**src/rtl/ysyx_23060191_mem_arbiter.sv**
```systemverilog
// Purpose: shares one memory request/response port between the IFU (read-only) and the LSU (read/write), one transaction at a time.
// Latency: grant in cycle N, mem_req_valid in N+1, response in N+2 with zero-wait memory, next grant in N+3.
// Backpressure: request payload is held until mem_req_ready; owner rsp_ready drives mem_rsp_ready. Macro YSYX_23060191_ARB_RR_EN selects round-robin.
module ysyx_23060191_mem_arbiter #(
    parameter int ADDR_W = 32,
    parameter int DATA_W = 32,
    parameter int MASK_W = 4    // one mask bit per data byte (DATA_W/8)
) (
    input  logic              clk,
    input  logic              rst,

    input  logic              ifu_req_valid,
    output logic              ifu_req_ready,
    input  logic [ADDR_W-1:0] ifu_req_addr,
    output logic              ifu_rsp_valid,
    input  logic              ifu_rsp_ready,
    output logic [DATA_W-1:0] ifu_rsp_rdata,

    input  logic              lsu_req_valid,
    output logic              lsu_req_ready,
    input  logic              lsu_req_wen,
    input  logic [ADDR_W-1:0] lsu_req_addr,
    input  logic [DATA_W-1:0] lsu_req_wdata,
    input  logic [MASK_W-1:0] lsu_req_wmask,
    output logic              lsu_rsp_valid,
    input  logic              lsu_rsp_ready,
    output logic [DATA_W-1:0] lsu_rsp_rdata,

    output logic              mem_req_valid,
    input  logic              mem_req_ready,
    output logic              mem_req_wen,
    output logic [ADDR_W-1:0] mem_req_addr,
    output logic [DATA_W-1:0] mem_req_wdata,
    output logic [MASK_W-1:0] mem_req_wmask,
    input  logic              mem_rsp_valid,
    output logic              mem_rsp_ready,
    input  logic [DATA_W-1:0] mem_rsp_rdata
);

    typedef enum logic [1:0] {
        IDLE = 2'd0,
        REQ  = 2'd1,
        RSP  = 2'd2
    } state_t;

    // Latched request payload presented to memory.
    typedef struct packed {
        logic              wen;
        logic [ADDR_W-1:0] addr;
        logic [DATA_W-1:0] wdata;
        logic [MASK_W-1:0] wmask;
    } req_t;

    state_t state;
    logic   gnt_lsu;     // owner of the current transaction: 1 = LSU, 0 = IFU
    logic   req_vld_q;   // registered mem_req_valid
    req_t   req_q;

    logic   pick_lsu;
    logic   grant;
    logic   in_rsp;
    req_t   ifu_req;
    req_t   lsu_req;
    req_t   win_req;

`ifdef YSYX_23060191_ARB_RR_EN
    logic   last_gnt;    // 1 = LSU won the most recent grant

    // Contested grant goes to whichever master did not win last time.
    always_comb begin
        pick_lsu = lsu_req_valid && (!ifu_req_valid || !last_gnt);
    end

    // Remember the winner of every grant; LSU after reset so IFU wins the first tie.
    always_ff @(posedge clk) begin
        if (rst) begin
            last_gnt <= 1'b1;
        end else if (grant) begin
            last_gnt <= pick_lsu;
        end
    end
`else
    // Fixed priority: the LSU always wins a tie.
    always_comb begin
        pick_lsu = lsu_req_valid;
    end
`endif

    // A grant is only possible from IDLE, and never while reset is held.
    always_comb begin
        grant = (state == IDLE) && !rst && (ifu_req_valid || lsu_req_valid);
    end

    // Build both candidate payloads; the IFU never writes, so its write fields are zero.
    always_comb begin
        ifu_req       = '0;
        ifu_req.addr  = ifu_req_addr;
        lsu_req       = '0;
        lsu_req.wen   = lsu_req_wen;
        lsu_req.addr  = lsu_req_addr;
        lsu_req.wdata = lsu_req_wdata;
        lsu_req.wmask = lsu_req_wmask;
        win_req       = pick_lsu ? lsu_req : ifu_req;
    end

    // Transaction sequencer: latch on grant, hold until memory accepts, wait for the response handshake.
    always_ff @(posedge clk) begin
        if (rst) begin
            state     <= IDLE;
            gnt_lsu   <= 1'b0;
            req_vld_q <= 1'b0;
            req_q     <= '0;
        end else begin
            case (state)
                IDLE: begin
                    if (grant) begin
                        req_q     <= win_req;
                        gnt_lsu   <= pick_lsu;
                        req_vld_q <= 1'b1;
                        state     <= REQ;
                    end
                end
                REQ: begin
                    if (mem_req_ready) begin
                        req_vld_q <= 1'b0;
                        state     <= RSP;
                    end
                end
                RSP: begin
                    if (mem_rsp_valid && mem_rsp_ready) begin
                        state <= IDLE;
                    end
                end
                default: begin
                    req_vld_q <= 1'b0;
                    state     <= IDLE;
                end
            endcase
        end
    end

    // Request side: readies only in IDLE, payload straight from the latch.
    always_comb begin
        lsu_req_ready = grant && pick_lsu;
        ifu_req_ready = grant && !pick_lsu;
        mem_req_valid = req_vld_q;
        mem_req_wen   = req_q.wen;
        mem_req_addr  = req_q.addr;
        mem_req_wdata = req_q.wdata;
        mem_req_wmask = req_q.wmask;
    end

    // Response side: route memory response to the owner only while in RSP; stray responses elsewhere are not accepted.
    always_comb begin
        in_rsp        = (state == RSP) && !rst;
        ifu_rsp_valid = in_rsp && !gnt_lsu && mem_rsp_valid;
        lsu_rsp_valid = in_rsp &&  gnt_lsu && mem_rsp_valid;
        mem_rsp_ready = in_rsp && (gnt_lsu ? lsu_rsp_ready : ifu_rsp_ready);
        ifu_rsp_rdata = mem_rsp_rdata;
        lsu_rsp_rdata = mem_rsp_rdata;
    end

    // A stalled memory request must not change under the slave's feet.
    a_req_stable: assert property (@(posedge clk) disable iff (rst)
        (mem_req_valid && !mem_req_ready) |=> (mem_req_valid && $stable(req_q)));

endmodule
```
**config.mk**
```make
export PLATFORM = sky130hd
export DESIGN_NAME = ysyx_23060191_mem_arbiter
export DESIGN_NICKNAME = d
export VERILOG_FILES = /design/src/rtl/ysyx_23060191_mem_arbiter.sv
export SDC_FILE = /design/constraint.sdc
export NUM_CORES = 1
export LEC_CHECK = 0
export ABC_AREA = 1
export CAP_MARGIN = 40
export CORE_MARGIN = 5
export CORE_UTILIZATION = 37
export CTS_BUF_LIST = sky130_fd_sc_hd__clkbuf_16
export CTS_CLUSTER_SIZE = 20
export DETAILED_ROUTE_END_ITERATION = 6
export GPL_TIMING_DRIVEN = 0
export PLACE_DENSITY = 0.89
export SYNTH_ARGS = -nofsm -noshare
export SYNTH_HDL_FRONTEND = slang
export SYNTH_SLANG_ARGS = --single-unit
export TNS_END_PERCENT = 1
```
**constraint.sdc**
```tcl
create_clock -name clk -period 2.6 [get_ports clk]
set_input_delay 0.52 -clock clk [delete_from_list [all_inputs] [get_ports clk]]
set_output_delay 0.52 -clock clk [all_outputs]
set_load 0.02 [all_outputs]
```
# [Yosys cells after proc, flatten, opt, wreduce, memory -nomap -nowiden]
# Cells that the tools add are included.
[totals] in_bits=141 word_cells=41 reg_bits=73
[op_classes] n_reduce_logical=19 eq_ne=5 muxes=9 n_bitwise=1
[ops] operator="69-bit 2-to-1 mux" n=1
[ops] operator="1-bit logical AND" n=11
[ops] operator="2-bit 2-to-1 mux" n=3
[ops] operator="2-bit != test, second input constant" n=3
[ops] operator="2-bit case mux with 3 select lines" n=1
[ops] operator="3-bit AND reduction" n=2
[ops] operator="1-bit logical NOT" n=3
[ops] operator="1-bit 2-to-1 mux" n=3
[ops] operator="1-bit case mux with 3 select lines" n=1
[ops] operator="2-bit by 1-bit == test with 1-bit output, second input constant" n=1
[ops] operator="2-bit == test, second input constant" n=1
[ops] operator="2-bit logical NOT" n=1
[ops] operator="2-bit AND reduction" n=1
[ops] operator="1-bit logical OR" n=1
[ops] operator="1-bit NOT" n=1

# [Depth between registers and ports, before layout]
# Gate-level depths: netlist of run 1.
[depth] ltp_word=6 ltp_mapped=9

# [Least setup slack after synthesis of run 1]
# OpenSTA, ideal clock, no wires.
[synth_path] path_kind="input to output" startpoint="in lsu_req_valid" endpoint="out lsu_req_ready" n_path_buf=2 path_slack_ps=736 required_time_ps=2080 arrival_ps=1344 cell_stages=8 cell_sequence="buf_4 inv_4 nand2_2 nand3_4 inv_2 buf_4 nand2_1 inv_1"
[synth_via] elab_chain_cells=3
[synth_lines] item="from (decl)" line_no="19" rtl="input logic lsu_req_valid,"
[synth_lines] item="1-bit logical OR" line_no="91" rtl="grant = (state == IDLE) && !rst && (ifu_req_valid || lsu_req_valid);"
[synth_lines] item="1-bit logical AND" line_no="91"
[synth_lines] item="1-bit logical AND *" line_no="144" rtl="lsu_req_ready = grant && pick_lsu;"
[synth_lines] item="to (decl)" line_no="20" rtl="output logic lsu_req_ready,"
# Mark *: on every way between the ends. The rest lies on a longest branch, timed or not.

# [Worst setup path in the final report of run 1]
[layout_path] startpoint="in ifu_req_valid" endpoint="out lsu_req_ready"
[layout_via] elab_chain_cells=3
[layout_lines] item="from (decl)" line_no="12" rtl="input logic ifu_req_valid,"
[layout_lines] item="1-bit logical OR" line_no="91"
[layout_lines] item="1-bit logical AND" line_no="91"
[layout_lines] item="1-bit logical AND" line_no="144"
# No other way between the ends.

==> impl_metrics.json, run 1 <==
{
  "first_pass_iters": 5,
  "grt_pass1_wl_mm": 20.26,
  "critPathRequiredTime_ns": 2.08,
  "hold_class": "flop to flop",
  "synth_seq_cells": 73,
  "cts_buffer_depth": 2,
  "yosysWarnings": 0,
  "n_antenna_cell": 0,
  "maxSlewViolCount": 0,
  "io_buffers": 246,
  "ys_seq_area_share_pct": 38.97,
  "cp-end-kind": "primary output",
  "dieHeight_um": 110.7,
  "nets": 950,
  "drc": 0,
  "dp_worst_setup_slack_ns": -0.3649,
  "min_path_cells": 2,
  "fin_cells": 947,
  "totalWireLength_mm": 12.73,
  "finalHoldViolations": 0,
  "fin_util_pct": 67.78,
  "syn_nets": 693,
  "vias": 4119,
  "antenna_found_initial": 0,
  "die_area_um2": 12250,
  "cts_tree": "done",
  "rsz0062_at_grt": "no",
  "synth.avg_cell_area_um2": 6.793,
  "slowest_stage": "clkdlybuf4s50_1",
  "viasPerCell": 4.350,
  "area_growth_syn_to_layout_pct": 77.48,
  "placementRows": 36,
  "fin_crit_ns": 2.460,
  "gr-total-overflow": 0,
  "status": "finished clean",
  "fmax_ghz": 0.4066,
  "worstHoldStart": "mem_req_addr[23]$_SDFFE_PP0P_",
  "p_total_mw": 3.346,
  "synth_cell_type_count": 19,
  "crit_chain": "clkdlybuf4s50_1, inv_1, nand2_2, nand3_4, inv_6, buf_4, nand2_1, inv_1, clkbuf_2",
  "post_dp_cell_area_um2": 6379,
  "critPathMaxStageDelay_ns": 0.47,
  "setup_viol": 0,
  "r2r_slack_ns": 1.21,
  "post_cts_buffers": 0,
  "max_slew_margin_pct": 68.89,
  "reg2reg_from": "state[1]$_SDFFE_PP0P_",
  "ant_nets": 0,
  "hold_ws_ns": 0.4610,
  "leakagePower_nw": 2.819,
  "tightest_slew_ns": 0.4667,
  "power_density_nw_per_um2": 502.8,
  "cts_max_level": 3,
  "setup_ws_ns": 0.1405,
  "clk-insertion-delay-late_ns": 0.32,
  "setup_tns_ns": 0,
  "postCtsHoldBufs": 0,
  "min_to": "mem_req_addr[23]$_SDFFE_PP0P_",
  "path_max_fanout": 10,
  "grt_pass1_vias": 3823,
  "crit_top_cell": "inv_1",
  "stdcell_area_um2": 6655,
  "drtIter0Drc": 205,
  "synth_cells": 552,
  "wire_per_inst_um": 13.44,
  "cts_root_buf": "clkbuf_16",
  "max_cap_viol_count": 0,
  "grt_max_degree": 13,
  "die_w_um": 110.7,
  "dpl.cell_count": 931,
  "cts.sinks": 73,
  "fin_crit_sh_pct": 94.60,
  "crit_arrival_ns": 1.94,
  "ir_drop_uv": 364.7,
  "start_util_pct": 38.19,
  "dp_hpwl_mm": 10.40,
  "finClkSkew_ns": 0.008653,
  "reg2reg_to": "mem_req_wdata[17]$_SDFFE_PP0P_",
  "path_class": "primary input to primary output",
  "clkTransAtPathRegs_ns": 0.06,
  "fillers": 832,
  "globalRouteTotalUtil_pct": 20.00,
  "critPathLaunchType": "primary input",
  "cts_buffers": 9,
  "drive_gt1_share_pct": 12.41,
  "globalplace.congestion": 0.7627,
  "core_um2": 9819,
  "syn_area_um2": 3750,
  "io_pins": 280,
  "rr_worst_depth": 5
}
-- how the worst max path moves through the flow --
stage                     to     startpoint
6_report       lsu_req_ready  ifu_req_valid
3_5_place_dp   lsu_req_ready  ifu_req_valid
3_3_place_gp   lsu_req_ready  ifu_req_valid
4_1_cts        lsu_req_ready  ifu_req_valid
2_1_floorplan  lsu_req_ready  lsu_req_valid
5_1_grt        lsu_req_ready  ifu_req_valid
-- synthesized netlist by cell type (all sizes together) --
library cell  count  area (µm²)
a21oi            33       165.2
and2              1       6.260
buf              79       579.3
clkbuf           18       67.56
dfxtp            73        1461
inv              12       47.55
nand2           252       948.4
nand3             3       27.53
nor2             43       163.9
o21a             37       277.8
o21ai             1       5.000
-- critical path, delay by kind of cell --
family | cells | cell delay (ns)
simple gates | 3 | 0.35
buf+inv | 6 | 1.06
-- sequential cells by signal, indices dropped and copies added (netlist names) --
register and count:
gnt_lsu 1, mem_req_addr 32, mem_req_valid 1, mem_req_wdata 32
mem_req_wen 1, mem_req_wmask 4, state 2
-- final cells by class --
cell class	count	area, µm²	share of cell area (%)
Sequential cell	73	1461	21.96
Clock inverter	7	62.56	0.9400
Inverter	12	52.55	0.7896
Clock buffer	9	225.2	3.384
Multi-Input combinational cell	370	1594	23.95
Timing Repair Buffer	246	2445	36.74
Buffer	97	648.1	9.739
Tap cell	133	166.4	2.500
-- metal layers --
layer  vias to the layer above  track usage (%)  wire length, µm
met5                         -                0                0
met4                         0            3.612               96
li1                       2152                -                -
met2                       145            36.37             6711
met1                      1816            22.60             4945
met3                         6            7.205              973
-- layout by cell type (no fill, tap or decap) --
cell             Yosys  routed
nand3_4              1       1
inv_4                1       1
clkinv_1             0       1
buf_6                2       2
bufinv_16            0       1
and2_1               1       1
buf_4               69      69
dfxtp_1             73      73
nand3_1              2       2
inv_1               10      11
nor2_1              42      42
dlygate4sd2_1        0       2
a21oi_1             33      33
nand2_1            251     251
buf_1                1       1
clkinvlp_4           0       2
clkinv_2             0       2
clkbuf_2             0       4
o21ai_0              1       1
inv_6                0       1
buf_2                7       7
nand2_2              1       1
o21a_1              37      37
clkdlybuf4s50_1      0     241
nor2_2               1       1
clkbuf_16            0       9
clkbuf_1            18      17
-- power by group --
part,internal [mW],switching (mW),leakage [nW]
clock,0.731,0.439,0.140
sequential,1.18,0.0321,0.594
combinational,0.503,0.458,2.08
total,2.42,0.929,2.82
-- cells by family (layout without fill, tap and decap cells) --
group,Yosys count,count (layout),synth area share (%)
buffers and inverters,109,371,18.52
AO/OA/AOI/OAI,71,71,11.95
AND/OR/NAND/NOR,299,299,30.56
flip-flops,73,73,38.97
-- repair_timing --
item                       CTS  global route
gates resized for setup      8             6
setup endpoints to repair    5             3
cloned                       0             0
pin swaps                    0             0
(Power assumes the default switching activity.)
==> run 2, diff against run 1 <==
--- a/config.mk
+++ b/config.mk
@@ -8,12 +8,12 @@
 export ABC_AREA = 1
 export CAP_MARGIN = 40
 export CORE_MARGIN = 5
-export CORE_UTILIZATION = 37
+export CORE_UTILIZATION = 25
 export CTS_BUF_LIST = sky130_fd_sc_hd__clkbuf_16
 export CTS_CLUSTER_SIZE = 20
 export DETAILED_ROUTE_END_ITERATION = 6
 export GPL_TIMING_DRIVEN = 0
-export PLACE_DENSITY = 0.89
+export PLACE_DENSITY = 0.64
 export SYNTH_ARGS = -nofsm -noshare
 export SYNTH_HDL_FRONTEND = slang
 export SYNTH_SLANG_ARGS = --single-unit
==> run 2 against run 1 <==
- final area grew 1.9%
- combinational power grew 1%
- worst hold slack gained 0.0012 ns
- global-route usage shrank 5.4 points
- non-clock buffer count grew 3
- register-to-register slack lost 0.06 ns
- critical path depth is the same
- first-iteration DRC count shrank 25%
- die area grew 43%
- largest cell class unchanged
- highest routed layer unchanged
==> impl_metrics.json, run 2 (same netlist as run 1, synthesis figures left out) <==
{
  "ant_nets": 0,
  "leakagePower_nw": 2.848,
  "final_cell_mix": "nand2_1 (251), clkdlybuf4s50_1 (241), dfxtp_1 (73), buf_4 (72), nor2_1 (41)",
  "tightest_slew_ns": 0.5243,
  "hold_ws_ns": 0.4622,
  "pwr-share-clk_pct": 37.2,
  "critPathRequiredTime_ns": 2.08,
  "pwr-share-comb_pct": 28.0,
  "wire_per_inst_um": 13.61,
  "ir_drop_uv": 228.2,
  "worstHoldStart": "mem_req_addr[29]$_SDFFE_PP0P_",
  "min_path_cells": 2,
  "p_seq_share_pct": 34.8,
  "crit_arrival_ns": 1.96,
  "power_density_nw_per_um2": 514.2,
  "die_area_um2": 17550,
  "rsz0062_at_grt": "no",
  "first_pass_iters": 4,
  "setup_ws_ns": 0.1233,
  "globalRouteTotalUtil_pct": 14.64,
  "maxSlewViolCount": 0,
  "reg2reg_from": "state[1]$_SDFFE_PP0P_",
  "reg2reg_to": "mem_req_wdata[18]$_SDFFE_PP0P_",
  "grt_max_degree": 13,
  "globalplace.congestion": 0.7540,
  "setup_viol": 0,
  "cts_root_buf": "clkbuf_16",
  "drc": 0,
  "clk-insertion-delay-late_ns": 0.32,
  "finClkSkew_ns": 0.005852,
  "finalHoldViolations": 0,
  "die_w_um": 132.5,
  "clkTransAtPathRegs_ns": 0.06,
  "cts.sinks": 73,
  "cellInternalPower_mw": 2.522,
  "max_cap_viol_count": 0,
  "dieHeight_um": 132.5,
  "cp-end-kind": "primary output",
  "vias": 4139,
  "start_util_pct": 25.61,
  "critPathLaunchType": "primary input",
  "min_to": "mem_req_addr[29]$_SDFFE_PP0P_",
  "core_um2": 14640,
  "cts_max_level": 3,
  "hold_class": "flop to flop",
  "nets": 953,
  "path_class": "primary input to primary output",
  "placementRows": 44,
  "drtIter0Drc": 154,
  "max_slew_margin_pct": 65.05,
  "io_buffers": 246,
  "swShare_pct": 27.66,
  "area_growth_syn_to_layout_pct": 80.81,
  "grt_pass1_vias": 3905,
  "r2r_slack_ns": 1.15,
  "cts_buffer_depth": 2,
  "dp_hpwl_mm": 10.88,
  "cts_tree": "done",
  "antenna_found_initial": 0,
  "viasPerCell": 4.135,
  "fin_crit_ns": 2.477,
  "rr_worst_depth": 6,
  "fin_crit_sh_pct": 95.26,
  "drive_gt1_share_pct": 12.61,
  "n_antenna_cell": 0,
  "io_pins": 280,
  "final_common_cell": "nand2_1",
  "p_sw_mw": 0.9643,
  "dp_worst_setup_slack_ns": -0.3643,
  "gr-total-overflow": 0,
  "grt_pass1_wl_mm": 20.85,
  "postCtsHoldBufs": 0,
  "fillers": 1495,
  "fmax_ghz": 0.4038,
  "path_max_fanout": 10,
  "cts_buffers": 9,
  "status": "finished clean",
  "totalWireLength_mm": 13.62
}
-- run 2: how the worst max path moves through the flow --
stage          cells past startpoint            end     startpoint  slack, ns
6_report                           9  lsu_req_ready  ifu_req_valid       0.12
5_1_grt                            9  lsu_req_ready  ifu_req_valid       0.02
4_1_cts                            9  lsu_req_ready  ifu_req_valid       0.03
3_5_place_dp                       9  lsu_req_ready  ifu_req_valid      -0.36
3_3_place_gp                       9  lsu_req_ready  ifu_req_valid      -0.37
2_1_floorplan                      8  lsu_req_ready  lsu_req_valid       0.74
-- run 2: worst max-delay path, cell delays in order --
cell	delay, ns
clkdlybuf4s50_1	0.45
inv_1	0.04
nand2_2	0.08
nand3_4	0.12
inv_6	0.11
buf_4	0.16
nand2_1	0.11
inv_1	0.08
clkdlybuf4s15_2	0.27
-- run 2: what timing repair did --
action	4_1_cts	5_1_grt
gates resized for setup	9	2
cloned	0	0
setup endpoints to repair	5	3
pin swaps	0	1
setup buffers	0	3
-- run 2: final cells by class --
cell class | count | area, µm² | share of cell area, %
Multi-Input combinational cell | 370 | 1597 | 23.55
Clock inverter | 7 | 85.08 | 1.255
Sequential cell | 73 | 1461 | 21.55
Inverter | 12 | 52.55 | 0.7751
Buffer | 97 | 648.1 | 9.559
Clock buffer | 9 | 225.2 | 3.322
Timing Repair Buffer | 249 | 2481 | 36.59
Tap cell | 184 | 230.2 | 3.395
-- run 2: stage by stage --
step | instances | utilization, % | area, µm² | TNS [ns] | power, mW
6_report | 1001 | 46.30 | 6780 | 0 | 3.487
3_5_place_dp | 982 | 43.99 | 6442 | -1.531 | 2.218
4_1_cts | 998 | 46.11 | 6753 | 0 | 3.534
3_3_place_gp | 982 | 43.99 | 6442 | -1.470 | 2.216
5_1_grt | 1001 | 46.30 | 6780 | 0 | 3.674
2_1_floorplan | 552 | - | 3750 | 0 | 1.738
-- run 2: per-layer routing --
layer | vias to the layer above | global-route usage [%] | routed length, µm
met5 | - | 0 | 0
met4 | 0 | 4.792 | 227
met3 | 15 | 4.214 | 1060
met2 | 139 | 25.87 | 6768
met1 | 1824 | 17.02 | 5563
li1 | 2161 | - | -
-- run 2: power by group through the flow --
stage	registers [mW]	clock network [mW]	logic, mW
finish	1.22	1.30	0.975
global route	1.22	1.40	1.05
CTS	1.22	1.34	0.982
detailed placement	1.24	0	0.978
global placement	1.24	0	0.979
floorplan	1.31	0	0.430
==> run 3, diff against run 2 <==
--- a/config.mk
+++ b/config.mk
@@ -14,6 +14,7 @@
 export DETAILED_ROUTE_END_ITERATION = 6
 export GPL_TIMING_DRIVEN = 0
 export PLACE_DENSITY = 0.64
+export SETUP_SLACK_MARGIN = 0.2
 export SYNTH_ARGS = -nofsm -noshare
 export SYNTH_HDL_FRONTEND = slang
 export SYNTH_SLANG_ARGS = --single-unit
==> run 3 against run 2 <==
- register-to-register slack got worse by 0.03 ns
- critical endpoint is now ifu_req_ready
- final cell count fell by 0.20%
- first-iteration DRC count rose by 5.2%
- critical path type unchanged
- clock skew barely moved
- worst hold slack barely moved
- critical path depth did not move
- global-route usage barely moved
- routed wire length rose by 0.29%
- combinational power fell by 0.4%
- non-clock buffer count fell by 2
- maximum frequency rose by 3.2%
==> impl_metrics.json, run 3 (same netlist as run 1, synthesis figures left out) <==
{
  "slowest_stage": "clkdlybuf4s50_1",
  "reg2reg_to": "mem_req_wdata[18]$_SDFFE_PP0P_",
  "antenna_found_initial": 0,
  "ir_drop_uv": 223.2,
  "core_um2": 14640,
  "p_seq_share_pct": 34.9,
  "swShare_pct": 27.70,
  "p_sw_mw": 0.9648,
  "power_density_nw_per_um2": 515.8,
  "grt_pass1_vias": 3899,
  "ant_nets": 0,
  "cp-end-kind": "primary output",
  "final_cell_mix": "nand2_1 (251), clkdlybuf4s50_1 (241), dfxtp_1 (73), buf_4 (70), nor2_1 (42)",
  "critPathMaxStageDelay_ns": 0.45,
  "wire_per_inst_um": 13.67,
  "drc": 0,
  "dp_worst_setup_slack_ns": -0.3643,
  "tightest_slew_ns": 0.5261,
  "cts_max_level": 3,
  "fin_crit_sh_pct": 92.34,
  "critPathLaunchType": "primary input",
  "max_slew_margin_pct": 64.93,
  "hold_class": "flop to flop",
  "n_antenna_cell": 0,
  "vias": 4130,
  "start_util_pct": 25.61,
  "globalRouteTotalUtil_pct": 14.68,
  "cts.sinks": 73,
  "setup_tns_ns": 0,
  "max_cap_viol_count": 0,
  "ff_latch_area_um2": 1461,
  "gr-total-overflow": 0,
  "io_pins": 280,
  "finalHoldViolations": 0,
  "maxSlewViolCount": 0,
  "io_buffers": 246,
  "dp_hpwl_mm": 10.88,
  "die_w_um": 132.5,
  "worstHoldStart": "mem_req_addr[29]$_SDFFE_PP0P_",
  "fillers": 1494,
  "cts_root_buf": "clkbuf_16",
  "min_to": "mem_req_addr[29]$_SDFFE_PP0P_",
  "r2r_slack_ns": 1.12,
  "cts_tree": "done",
  "pwr-share-comb_pct": 27.9,
  "globalplace.congestion": 0.7540,
  "cellInternalPower_mw": 2.518,
  "grt_pass1_wl_mm": 20.87,
  "min_path_cells": 2,
  "worstSetupStartpoint": "ifu_req_valid",
  "setup_ws_ns": 0.1991,
  "postCtsHoldBufs": 0,
  "clk-insertion-delay-late_ns": 0.32,
  "final_common_cell": "nand2_1",
  "pwr-share-clk_pct": 37.2,
  "dpl.cell_count": 982,
  "multi_input_area_um2": 1594,
  "fin_crit_ns": 2.401,
  "critPathRequiredTime_ns": 2.08,
  "cts_buffer_depth": 2,
  "cts_buffers": 9,
  "drtIter0Drc": 162,
  "rr_worst_depth": 6,
  "crit_chain": "clkdlybuf4s50_1, inv_1, nand2_2, nand3_4, inv_6, buf_4, nand2_1, inv_1, clkdlybuf4s15_1",
  "dieHeight_um": 132.5,
  "viasPerCell": 4.134,
  "leakagePower_nw": 2.831,
  "die_area_um2": 17550,
  "path_max_fanout": 10,
  "reg2reg_from": "state[1]$_SDFFE_PP0P_",
  "first_pass_iters": 4,
  "finClkSkew_ns": 0.005807,
  "status": "finished clean",
  "rsz0062_at_grt": "yes",
  "crit_top_cell": "inv_1",
  "nets": 951,
  "path_class": "primary input to primary output",
  "setup_viol": 0,
  "fmax_ghz": 0.4165,
  "placementRows": 44,
  "area_growth_syn_to_layout_pct": 80.08,
  "grt_max_degree": 13,
  "drive_gt1_share_pct": 12.52,
  "crit_arrival_ns": 1.88,
  "totalWireLength_mm": 13.66,
  "fin_cells": 999,
  "clkTransAtPathRegs_ns": 0.06
}
==> run 3: cell count changes in the layout (fill, tap and decap cells not counted), sizes merged <==
cell,delta
buf,-1
clkbuf,+2
dlygate4sd2,-3
==> run 3: critical path, delay by kind of cell <==
family	cells	cell delay, ns
buffers and inverters	6	1.11
AND/OR/NAND/NOR	3	0.24
==> run 3: power groups by stage <==
| stage | Sequential [mW] | Clock [mW] | Combinational (mW) |
|---|---|---|---|
| after floorplan | 1.31 | 0 | 0.430 |
| after global placement | 1.24 | 0 | 0.979 |
| after detailed placement | 1.24 | 0 | 0.978 |
| after CTS | 1.22 | 1.34 | 0.986 |
| after global routing | 1.22 | 1.40 | 1.05 |
| final | 1.21 | 1.30 | 0.971 |
==> run 3: worst max path at each step <==
stage,end,slack [ns],cells past startpoint
2_1_floorplan,lsu_req_ready,0.74,8
5_1_grt,ifu_req_ready,0.10,9
3_3_place_gp,lsu_req_ready,-0.37,9
3_5_place_dp,lsu_req_ready,-0.36,9
6_report,ifu_req_ready,0.20,9
4_1_cts,ifu_req_ready,0.15,9
==> run 3: final cells by class <==
type | count | area share, %
timing repair buffer | 247 | 36.33
inverter | 12 | 0.7782
buffer | 97 | 9.635
sequential | 73 | 21.64
tap | 184 | 3.409
multi-input combinational | 370 | 23.61
clock buffer | 9 | 3.335
clock inverter | 7 | 1.260
==> run 3: repair_timing <==
item / CTS / global route
resized for setup: 12 / 5
endpoints found under the setup margin: 5 / 5
setup buffers: 1 / 0
==> run 3: layer usage <==
layer | up-vias | global-route usage (%) | share of wire, %
met2 | 137 | 26.04 | 50
met4 | 0 | 4.792 | 1.7
met1 | 1824 | 17.00 | 41
met5 | - | 0 | 0
li1 | 2154 | - | -
met3 | 15 | 4.214 | 7.8
==> run 3: through the flow <==
| step | cell area (µm²) | power (mW) | hold slack [ns] | utilization (%) |
|---|---|---|---|---|
| finish | 6753 | 3.483 | 0.4621 | 46.11 |
| global route | 6753 | 3.669 | 0.4822 | 46.11 |
| CTS | 6759 | 3.538 | 0.4640 | 46.16 |
| detailed placement | 6442 | 2.218 | 0.4547 | 43.99 |
| global placement | 6442 | 2.216 | 0.4516 | 43.99 |
| floorplan | 3750 | 1.738 | 0.4734 | - |
